--- config.mk ---
export PLATFORM = sky130hd
export DESIGN_NAME = conv_tap_sequencer
export DESIGN_NICKNAME = d
export VERILOG_FILES = /design/src/rtl/conv_tap_sequencer.sv
export SDC_FILE = /design/constraint.sdc
export NUM_CORES = 1
export LEC_CHECK = 0
export ABC_AREA = 1
export CAP_MARGIN = 40
export CORE_UTILIZATION = 52
export DETAILED_ROUTE_END_ITERATION = 8
export HOLD_SLACK_MARGIN = 0.12
export PLACE_DENSITY_LB_ADDON = 0.3
export SYNTH_ARGS = -nofsm -noshare
export SYNTH_HDL_FRONTEND = slang
export SYNTH_SLANG_ARGS = --single-unit
--- constraint.sdc ---
create_clock -name clk -period 3.3 [get_ports clk]
set_input_delay 0.99 -clock clk [delete_from_list [all_inputs] [get_ports clk]]
set_output_delay 0.99 -clock clk [all_outputs]
set_load 0.02 [all_outputs]
--- src/rtl/conv_tap_sequencer.sv ---
// conv_tap_sequencer
//   Row-major scan controller for a 3x3 zero-padded convolution over an
//   IMG_W x IMG_W image. For every output pixel it issues the nine kernel-tap
//   read addresses, tags each returned sample for the MAC datapath one cycle
//   later, then waits for the datapath to acknowledge the pixel writeback.
//   Build option: define CONV_SKIP_PAD_EN to drop out-of-range taps instead of
//   issuing them with tap_pad set.
module conv_tap_sequencer #(
  parameter int IMG_W  = 64,
  parameter int ADDR_W = 12
) (
  input  logic              clk,
  input  logic              reset,
  input  logic              start,
  output logic              busy,
  output logic              done,
  output logic [ADDR_W-1:0] iaddr,
  output logic              tap_vld,
  output logic [3:0]        tap_idx,
  output logic              tap_pad,
  output logic              tap_first,
  output logic              tap_last,
  output logic              wb_req,
  input  logic              wb_ack,
  output logic [ADDR_W-1:0] pix_addr
);

  localparam int               CRD_W   = $clog2(IMG_W);
  localparam logic [CRD_W-1:0] LP_EDGE = CRD_W'(IMG_W - 1);

  localparam logic [2:0] S_IDLE    = 3'd0;
  localparam logic [2:0] S_ISSUE   = 3'd1;
  localparam logic [2:0] S_DRAIN   = 3'd2;
  localparam logic [2:0] S_WB_WAIT = 3'd3;
  localparam logic [2:0] S_DONE    = 3'd4;

  // Kernel index k -> {row select, col select}; select 0/1/2 means offset -1/0/+1.
  function automatic logic [3:0] k_sel(input logic [3:0] k);
    logic [3:0] sel;
    case (k)
      4'd0:    sel = 4'b00_00;
      4'd1:    sel = 4'b00_01;
      4'd2:    sel = 4'b00_10;
      4'd3:    sel = 4'b01_00;
      4'd4:    sel = 4'b01_01;
      4'd5:    sel = 4'b01_10;
      4'd6:    sel = 4'b10_00;
      4'd7:    sel = 4'b10_01;
      default: sel = 4'b10_10;
    endcase
    return sel;
  endfunction

  // Tap lies inside the image. Coordinates are widened by two bits so that
  // row-1 at row 0 becomes a large value and col+1 at the edge becomes IMG_W;
  // both fail the single unsigned compare instead of wrapping into the image.
  function automatic logic tap_ok(input logic [CRD_W-1:0] row,
                                  input logic [CRD_W-1:0] col,
                                  input logic [3:0]       k);
    logic [3:0]       sel;
    logic [CRD_W+1:0] t_row;
    logic [CRD_W+1:0] t_col;
    sel   = k_sel(k);
    t_row = {2'b00, row} + (CRD_W+2)'(sel[3:2]) - (CRD_W+2)'(1);
    t_col = {2'b00, col} + (CRD_W+2)'(sel[1:0]) - (CRD_W+2)'(1);
    return (t_row < (CRD_W+2)'(IMG_W)) && (t_col < (CRD_W+2)'(IMG_W));
  endfunction

  // Image address of a tap; padded taps read address 0.
  function automatic logic [ADDR_W-1:0] tap_addr(input logic [CRD_W-1:0] row,
                                                 input logic [CRD_W-1:0] col,
                                                 input logic [3:0]       k);
    logic [3:0]        sel;
    logic [ADDR_W-1:0] addr;
    sel  = k_sel(k);
    addr = ADDR_W'({row, col});
    case (sel[3:2])
      2'd0:    addr = addr - ADDR_W'(IMG_W);
      2'd2:    addr = addr + ADDR_W'(IMG_W);
      default: addr = addr;
    endcase
    case (sel[1:0])
      2'd0:    addr = addr - ADDR_W'(1);
      2'd2:    addr = addr + ADDR_W'(1);
      default: addr = addr;
    endcase
    return tap_ok(row, col, k) ? addr : '0;
  endfunction

  // Bit k set when tap k of pixel (row, col) is inside the image.
  function automatic logic [8:0] in_range_mask(input logic [CRD_W-1:0] row,
                                               input logic [CRD_W-1:0] col);
    logic [8:0] m;
    for (int i = 0; i < 9; i++) m[i] = tap_ok(row, col, 4'(i));
    return m;
  endfunction

  // Lowest set index of a tap mask (the centre tap is always set).
  function automatic logic [3:0] first_idx(input logic [8:0] m);
    logic [3:0] idx;
    idx = 4'd8;
    for (int i = 8; i >= 0; i--) if (m[i]) idx = 4'(i);
    return idx;
  endfunction

  // {found, index} of the next set mask bit strictly above k.
  function automatic logic [4:0] next_idx(input logic [8:0] m, input logic [3:0] k);
    logic [4:0] res;
    res = '0;
    for (int i = 8; i >= 0; i--) if (m[i] && (4'(i) > k)) res = {1'b1, 4'(i)};
    return res;
  endfunction

  logic [2:0]       r_state;
  logic [CRD_W-1:0] r_row;
  logic [CRD_W-1:0] r_col;
  logic [3:0]       r_k;
  logic [ADDR_W-1:0] r_iaddr;
  logic             r_tap_vld;
  logic [3:0]       r_tap_idx;
  logic             r_tap_pad;
  logic             r_tap_first;
  logic             r_tap_last;

  logic [2:0]       w_nxt_state;
  logic [CRD_W-1:0] w_nxt_row;
  logic [CRD_W-1:0] w_nxt_col;
  logic [3:0]       w_nxt_k;
  logic [CRD_W-1:0] w_adv_row;
  logic [CRD_W-1:0] w_adv_col;
  logic [8:0]       w_cur_ok;
  logic [8:0]       w_cur_issue;
  logic [8:0]       w_start_issue;
  logic [8:0]       w_adv_issue;
  logic [4:0]       w_next;
  logic             w_last_pix;

  assign w_adv_col  = r_col + 1'b1;
  assign w_adv_row  = (r_col == LP_EDGE) ? r_row + 1'b1 : r_row;
  assign w_last_pix = (r_row == LP_EDGE) && (r_col == LP_EDGE);
  assign w_cur_ok   = in_range_mask(r_row, r_col);

`ifdef CONV_SKIP_PAD_EN
  assign w_cur_issue   = w_cur_ok;
  assign w_start_issue = in_range_mask('0, '0);
  assign w_adv_issue   = in_range_mask(w_adv_row, w_adv_col);
`else
  assign w_cur_issue   = '1;
  assign w_start_issue = '1;
  assign w_adv_issue   = '1;
`endif

  assign w_next = next_idx(w_cur_issue, r_k);

  // Next-state and next-position decode for the scan.
  always_comb begin
    // NOTE: every output of this block gets a default first so no path can
    // leave it unassigned and infer a latch.
    w_nxt_state = r_state;
    w_nxt_row   = r_row;
    w_nxt_col   = r_col;
    w_nxt_k     = r_k;
    case (r_state)
      S_IDLE: begin
        if (start) begin
          w_nxt_state = S_ISSUE;
          w_nxt_row   = '0;
          w_nxt_col   = '0;
          w_nxt_k     = first_idx(w_start_issue);
        end
      end
      S_ISSUE: begin
        if (w_next[4]) w_nxt_k     = w_next[3:0];
        else           w_nxt_state = S_DRAIN;
      end
      S_DRAIN: w_nxt_state = S_WB_WAIT;
      S_WB_WAIT: begin
        if (wb_ack) begin
          if (w_last_pix) begin
            w_nxt_state = S_DONE;
          end else begin
            w_nxt_state = S_ISSUE;
            w_nxt_row   = w_adv_row;
            w_nxt_col   = w_adv_col;
            w_nxt_k     = first_idx(w_adv_issue);
          end
        end
      end
      S_DONE:  w_nxt_state = S_IDLE;
      default: w_nxt_state = S_IDLE;
    endcase
  end

  // Scan state, pixel position and tap counter.
  always_ff @(posedge clk or negedge reset) begin
    // NOTE: state registers use non-blocking assignments so every flop
    // samples the pre-edge values, independent of statement order.
    if (!reset) begin
      r_state <= S_IDLE;
      r_row   <= '0;
      r_col   <= '0;
      r_k     <= '0;
    end else begin
      r_state <= w_nxt_state;
      r_row   <= w_nxt_row;
      r_col   <= w_nxt_col;
      r_k     <= w_nxt_k;
    end
  end

  // Image address register: loaded with the tap about to be issued, held otherwise.
  always_ff @(posedge clk or negedge reset) begin
    if (!reset)                      r_iaddr <= '0;
    else if (w_nxt_state == S_ISSUE) r_iaddr <= tap_addr(w_nxt_row, w_nxt_col, w_nxt_k);
  end

  // Sample tags: ISSUE-cycle tap attributes delayed one stage to meet idata.
  always_ff @(posedge clk or negedge reset) begin
    if (!reset) begin
      r_tap_vld   <= 1'b0;
      r_tap_idx   <= '0;
      r_tap_pad   <= 1'b0;
      r_tap_first <= 1'b0;
      r_tap_last  <= 1'b0;
    end else if (r_state == S_ISSUE) begin
      r_tap_vld   <= 1'b1;
      r_tap_idx   <= r_k;
`ifdef CONV_SKIP_PAD_EN
      r_tap_pad   <= 1'b0;
`else
      r_tap_pad   <= ~w_cur_ok[r_k];
`endif
      r_tap_first <= (r_k == first_idx(w_cur_issue));
      r_tap_last  <= ~w_next[4];
    end else begin
      r_tap_vld   <= 1'b0;
      r_tap_idx   <= '0;
      r_tap_pad   <= 1'b0;
      r_tap_first <= 1'b0;
      r_tap_last  <= 1'b0;
    end
  end

  assign busy      = (r_state != S_IDLE);
  assign done      = (r_state == S_DONE);
  assign wb_req    = (r_state == S_WB_WAIT);
  assign iaddr     = r_iaddr;
  assign pix_addr  = ADDR_W'({r_row, r_col});
  assign tap_vld   = r_tap_vld;
  assign tap_idx   = r_tap_idx;
  assign tap_pad   = r_tap_pad;
  assign tap_first = r_tap_first;
  assign tap_last  = r_tap_last;

endmodule

==> results of run 1 <==
==> per-layer routing <==
layer	GRT overflow	global-route usage
met1	2	0.663
met5	0	0.175
met3	0	0.546
met2	11	0.843
met4	5	0.682
==> through the flow <==
step	hold slack, ps	util	cells	setup WS (ps)	cell area (um^2)
CTS	484	0.872	728	-380	5290
floorplan	496	-	474	-364	3410
global placement	461	0.787	702	-973	4770
detailed placement	465	0.790	703	-1200	4790
==> repair_timing <==
action                                  in CTS
resized for setup                           72
endpoints found under the setup margin      12
setup buffers                               16
cloned                                       1
pin swaps                                   44
==> kinds of logic after synthesis <==
| family | share of synthesized area |
|---|---|
| compound gates | 0.152 |
| xor+xnor | 0.0158 |
| fa+ha+maj | 0.132 |
| buf+inv | 0.0827 |
| flops | 0.293 |
| simple gates | 0.324 |
==> flow_summary.ini, run 1 <==
[global_routing]
grt_usage = 0.678
grt_max_degree = 27
grt_overflow_total = 18

[yosys]
ys_seq_area_frac = 0.293
yosysMostFrequentCell = nand2_1
synth-seq-cells = 39
syn-cell-area_mm2 = 0.00333
yosys_warnings = 0
synthArstFlopShare = 1.00
synth_area_leaders = dfrtp_1, nand2_1, ha_1
yosysTopAreaCellShare = 0.293
syn_area_per_cell_um2 = 7.02
syn_nets = 512
synth_edf_count = 0
ys_types = 40
syn_inst = 474
yosysTopAreaCell = dfrtp_1
ys.flop_type = dfrtp_1
synth_commonest_cells = nand2_1, inv_1, nor2_1, dfrtp_1, a21oi_1

[clocking]
cts_sinks = 39
postCtsHoldBufs = 0
htree_num_levels = 2
cts_buffers = 5
ctsRootBufferMaster = clkbuf_8
clock_path_buffers = 2

[die]
initial_core_util = 0.549
die_h_um = 82
rows = 28
die_w_um = 82
io_pins = 39

[sta]
worst_endpoint = iaddr[11]$_DFFE_PN0N_/D
worst-ep-kind = register data pin

[status]
stop_stage = global routing
error_line = [ERROR GRT-0232] Routing congestion too high. Check the congestion heatmap in the GUI.
outcome = stopped before the end

[placement]
portBuffers = 38
place.gp.congestion = 0.975
dp.final_hpwl_mm = 7.94
==> inputs of run 2 (changes only) <==
Settings changed: CORE_UTILIZATION 52 to 40, HOLD_SLACK_MARGIN 0.12 to unset, PLACE_DENSITY_LB_ADDON 0.3 to 0.15.
Clock period 3.3 ns to 4.3 ns, I/O delays scaled along.
==> run 2 against run 1 <==
Effect of this change:
- synthesized cell count unchanged
- synthesized area unchanged
- the run now ends clean
==> flow_summary.ini, run 2 <==
[clocking]
ctsRootBufferMaster = clkbuf_8
worst_skew_pair.late_latency_ps = 290
clk_pin_slew_worst_paths_ps = 80
postCtsHoldBufs = 0
htree_num_levels = 2
clock_path_buffers = 2
cts_buffers = 5
cts_tree = done
cts_sinks = 39

[yosys]
synthArstFlopShare = 1.00
synth_commonest_cells = nand2_1, inv_1, nor2_1, dfrtp_1, a21oi_1
yosys_warnings = 0
synthMuxAreaShare = 0
synth_top_family_by_area = simple AND/OR/NAND/NOR gates
synth-compound-area-share = 0.152
syn_inst = 474
synth_edf_count = 0
yosysMostFrequentCell = nand2_1
ys_types = 40
syn_area_per_cell_um2 = 7.02
synth_fa_ha_area_frac = 0.132
yosysTopAreaCellShare = 0.293
synth_xor_area_frac = 0.0158
synth_area_leaders = dfrtp_1, nand2_1, ha_1
ys.flop_type = dfrtp_1
synth-seq-cells = 39
yosys.area_share.simple = 0.324
ys_seq_area_frac = 0.293
syn-cell-area_mm2 = 0.00333
yosysTopAreaCell = dfrtp_1
syn_nets = 512

[run]
cap_violations = 0

[worst_setup_path]
startpoint_type = primary input
crit_arrival_ps = 4190
cp_max_fo = 3
crit_type = in -> reg
worst_setup_path_end_kind = flop
cp_data_required_time_ps = 4490

[sta]
finalCriticalPeriod_ps = 4000
period_share = 0.930
slew_violations = 0
worst_hold_slack_ps = 480
fin_skew_ps = 5.10
fin_tns_setup_ps = 0
rsz0062_at_grt = no
finalHoldViolCount = 0
setup_viol = 0
relSlewSlack = 0.572
worstMarginPinSlew_ps = 635
timing.fmax_mhz = 250

[route]
ant_nets = 0
drc_errors = 0
viasPerCell = 4.99
wl_per_cell_um = 13.2
first_iter_violations = 166
first_pass_iters = 4
routed_wl_mm = 9.28
vias = 3498

[layout]
final_common_cell = nand2_1
flow.area_growth_from_synthesis_pct = 40.0
finalInstanceArea_mm2 = 0.00466
mostFrequentLayoutCells = nand2_1, buf_4, inv_1
final_net_count = 636
drive_above_1_share = 0.239
num_antenna_cells = 0
largest_reg_flops = 12

[die]
core_mm2 = 0.00789
die_w_um = 93.2
rows = 32
initial_core_util = 0.422
die_h_um = 93.2
io_pins = 39
dieArea_mm2 = 0.00869

[global_routing]
grt_pass1_vias = 3488
grt_max_degree = 25
grt_overflow_total = 0
antenna_found_initial = 0
grt_usage = 0.239
grt_pass1_wl_mm = 16.4

[placement]
portBuffers = 38
dp.final_hpwl_mm = 7.24
placed_area_mm2 = 0.00438
place.gp.congestion = 0.921

[status]
outcome = finished clean

[hold_path]
hp-class = reg -> reg
[run 2: cell counts after synthesis]
Identical to the previous run, type by type.
[run 2: logic make-up after synthesis]
logic type	Yosys count
compound gates	88
xor+xnor	6
fa+ha+maj	34
buf+inv	70
flops	39
simple gates	237
[run 2: worst max-delay path, cell delays in order]
cell and delay, ps:
clkbuf_2 130, nor2_4 60, a21oi_4 150, o21ai_2 90, a32oi_2 200, inv_2 80, fa_2 370, xor2_1 170
nand2_1 70, o21ai_0 110, ha_1 360, a21oi_2 180, o21bai_1 80, a21oi_1 120, o21ai_0 100, a21oi_1 170
nor2_1 60, nor2_1 120, nand2_1 70, nand2_1 70, nor2_1 40, nand2_1 50, nand2_1 40
[run 2: stage by stage]
| step | utilization | instances | worst slack [ps] |
|---|---|---|---|
| 6_report | 0.591 | 701 | 302 |
| 5_1_grt | 0.591 | 701 | 2.48 |
| 4_1_cts | 0.581 | 700 | 93.1 |
| 3_5_place_dp | 0.556 | 684 | -537 |
| 3_3_place_gp | 0.553 | 683 | -412 |
| 2_1_floorplan | - | 474 | 170 |
[run 2: metal layers]
| layer | up-vias | global-route usage | wire (um) |
|---|---|---|---|
| met1 | 1616 | 0.323 | 4400 |
| met4 | 0 | 0.0718 | 106 |
| met3 | 8 | 0.0276 | 404 |
| met2 | 74 | 0.400 | 4360 |
| li1 | 1800 | - | - |
| met5 | - | 0 | 0 |
[run 2: cell type report]
type	instances	area, um^2
Clock inverter	3	43.8
Tap cell	102	128
Sequential cell	39	976
Clock buffer	5	68.8
Fill cell	735	3230
Multi-Input combinational cell	365	2180
Inverter	66	251
Timing Repair Buffer	120	1010
Timing Repair inverter	1	7.51
[run 2: worst paths after layout]
| kind | start | endpoint | slack (ps) | cells after the start |
|---|---|---|---|---|
| setup / recovery | start | iaddr[11]$_DFFE_PN0N_ | 300 | 23 |
| hold / removal | iaddr[0]$_DFFE_PN0N_ | iaddr[0]$_DFFE_PN0N_ | 480 | 2 |
| setup reg to reg | r_row[0]$_DFF_PN0_ | iaddr[11]$_DFFE_PN0N_ | 470 | 24 |
| hold reg to reg | iaddr[0]$_DFFE_PN0N_ | iaddr[0]$_DFFE_PN0N_ | 480 | 2 |
| max in group asynchronous | reset | iaddr[9]$_DFFE_PN0N_ | 2920 | 2 |
| min in group asynchronous | reset | tap_pad$_DFF_PN0_ | 920 | 1 |
[run 2: timing repair]
| item | in CTS | in global routing |
|---|---|---|
| gates cloned | 0 | 1 |
| buffers inserted | 8 | 0 |
| endpoints found under the hold margin | 0 | 0 |
| endpoints found under the setup margin | 12 | 12 |
| pin swaps | 5 | 5 |
| gates resized for setup | 10 | 23 |
Power of run 2 is not shown: default switching activity piles up to over one toggle a cycle in this logic, so the estimate is an artifact.
==> inputs of run 3 (changes only) <==
Settings changed: ABC_CLOCK_PERIOD_IN_PS set to 4300, PLACE_DENSITY_LB_ADDON 0.15 to unset.
==> run 3 against run 2 <==
Effect of this change:
- register-to-register slack worse by 140 ps
- clock skew is 8.8 ps higher
- critical endpoint is now iaddr[6]$_DFFE_PN0N_
- clock-buffer cell count is 1 higher
- worst setup slack worse by 100 ps
- global-route usage is 1.5 points lower
==> flow_summary.ini, run 3 (synthesis gave the netlist of run 2 again) <==
[die]
rows = 32
core_mm2 = 0.00789
initial_core_util = 0.422
io_pins = 39
dieArea_mm2 = 0.00869
die_w_um = 93.2
die_h_um = 93.2

[worst_setup_path]
cp_max_fo = 12
cp_data_required_time_ps = 4530
startpoint_type = primary input
crit_buf_inv = 14
slowest_delay_ps = 190
slowest_stage = ha_1
crit_family = buffers and inverters
crit_arrival_ps = 4330
worst_setup_path_end_kind = flop
critical_path.most_common_cell = buf_4
crit_type = in -> reg

[layout]
flow.area_growth_from_synthesis_pct = 42.0
final_common_cell = nand2_1
regArea_um2 = 976
multi_input_area_mm2 = 0.00220
mostFrequentLayoutCells = nand2_1, buf_4, inv_1
final_net_count = 641
num_antenna_cells = 0
finalInstanceArea_mm2 = 0.00473
final_core_util = 0.599
drive_above_1_share = 0.253
largest_reg_flops = 12
nFillCells = 737

[route]
ant_nets = 0
wl_per_cell_um = 12.9
vias = 3508
viasPerCell = 4.97
drc_errors = 0
first_iter_violations = 199
routed_wl_mm = 9.10
first_pass_iters = 8

[global_routing]
grt_overflow_total = 0
met2_usage = 0.367
antenna_found_initial = 0
grt_use_met1 = 0.305
top_usage_layer = met2
grt_max_degree = 26
grtUsageMet3 = 0.0390
grt_usage = 0.224
grt_pass1_vias = 3334
grt_pass1_wl_mm = 15.4

[clocking]
clock_path_buffers = 2
htree_num_levels = 2
worst_skew_pair.late_latency_ps = 300
ctsRootBufferMaster = clkbuf_8
cts_sinks = 39
cts_buffers = 5
cts_tree = done
clk_pin_slew_worst_paths_ps = 80

[sta]
worstMarginPinSlew_ps = 634
relSlewSlack = 0.573
slew_violations = 0
timing.fmax_mhz = 244
fin_skew_ps = 13.9
finalHoldViolCount = 0
finalCriticalPeriod_ps = 4100
setup_ws_ps = 198
setup_viol = 0
period_share = 0.954

[placement]
placed_area_mm2 = 0.00440
dp.final_hpwl_mm = 7.06
portBuffers = 38
place.gp.congestion = 0.910
dpl_worst_slack_ps = -550

[run]
cap_violations = 0

[status]
outcome = finished clean

[hold_path]
hp-class = reg -> reg
-- run 3: worst paths after layout --
| path | startpoint | to | slack, ps | cells after the start |
|---|---|---|---|---|
| setup / recovery | wb_ack | iaddr[6]$_DFFE_PN0N_ | 200 | 27 |
| hold / removal | iaddr[5]$_DFFE_PN0N_ | iaddr[5]$_DFFE_PN0N_ | 480 | 2 |
| setup reg to reg | r_col[0]$_DFF_PN0_ | iaddr[6]$_DFFE_PN0N_ | 330 | 29 |
| hold reg to reg | iaddr[5]$_DFFE_PN0N_ | iaddr[5]$_DFFE_PN0N_ | 480 | 2 |
| max in group asynchronous | reset | iaddr[8]$_DFFE_PN0N_ | 2940 | 2 |
| min in group asynchronous | reset | tap_idx[3]$_DFF_PN0_ | 890 | 1 |
-- run 3: what timing repair did --
| action | in CTS | in global routing |
|---|---|---|
| setup endpoints to repair | 12 | 12 |
| setup buffers | 9 | 3 |
| endpoints found under the hold margin | 0 | 0 |
| pin swaps | 7 | 12 |
| gates resized for setup | 14 | 23 |
| hold buffers | 0 | 0 |
-- run 3: area by class of cell --
cell class,count,area share
Clock inverter,2,0.00821
Clock buffer,6,0.0175
Sequential cell,39,0.207
Timing Repair Buffer,126,0.222
Tap cell,102,0.0270
Multi-Input combinational cell,365,0.465
Inverter,66,0.0532
-- run 3: metrics by stage --
step	TNS, ps	cells	hold slack (ps)
2_1_floorplan	0	474	496
3_3_place_gp	-4020	685	461
3_5_place_dp	-4850	686	464
4_1_cts	0	703	485
5_1_grt	-106	706	502
6_report	0	706	480
-- run 3: worst register-to-register path, delay by kind of cell (launching register included) --
family                     cells  cell delay, ps
DFF                            1             430
adders and majority gates      3             570
and+or+nand+nor               10            1090
buffers and inverters         13            1580
AOI/OAI and AO/OA              3             270
-- run 3: metal layers --
layer	share of wire	wire, um
met5	0	0
met3	0.045	414
met2	0.46	4190
met1	0.48	4400
met4	0.010	95
Power of run 3 is left out for the same reason.
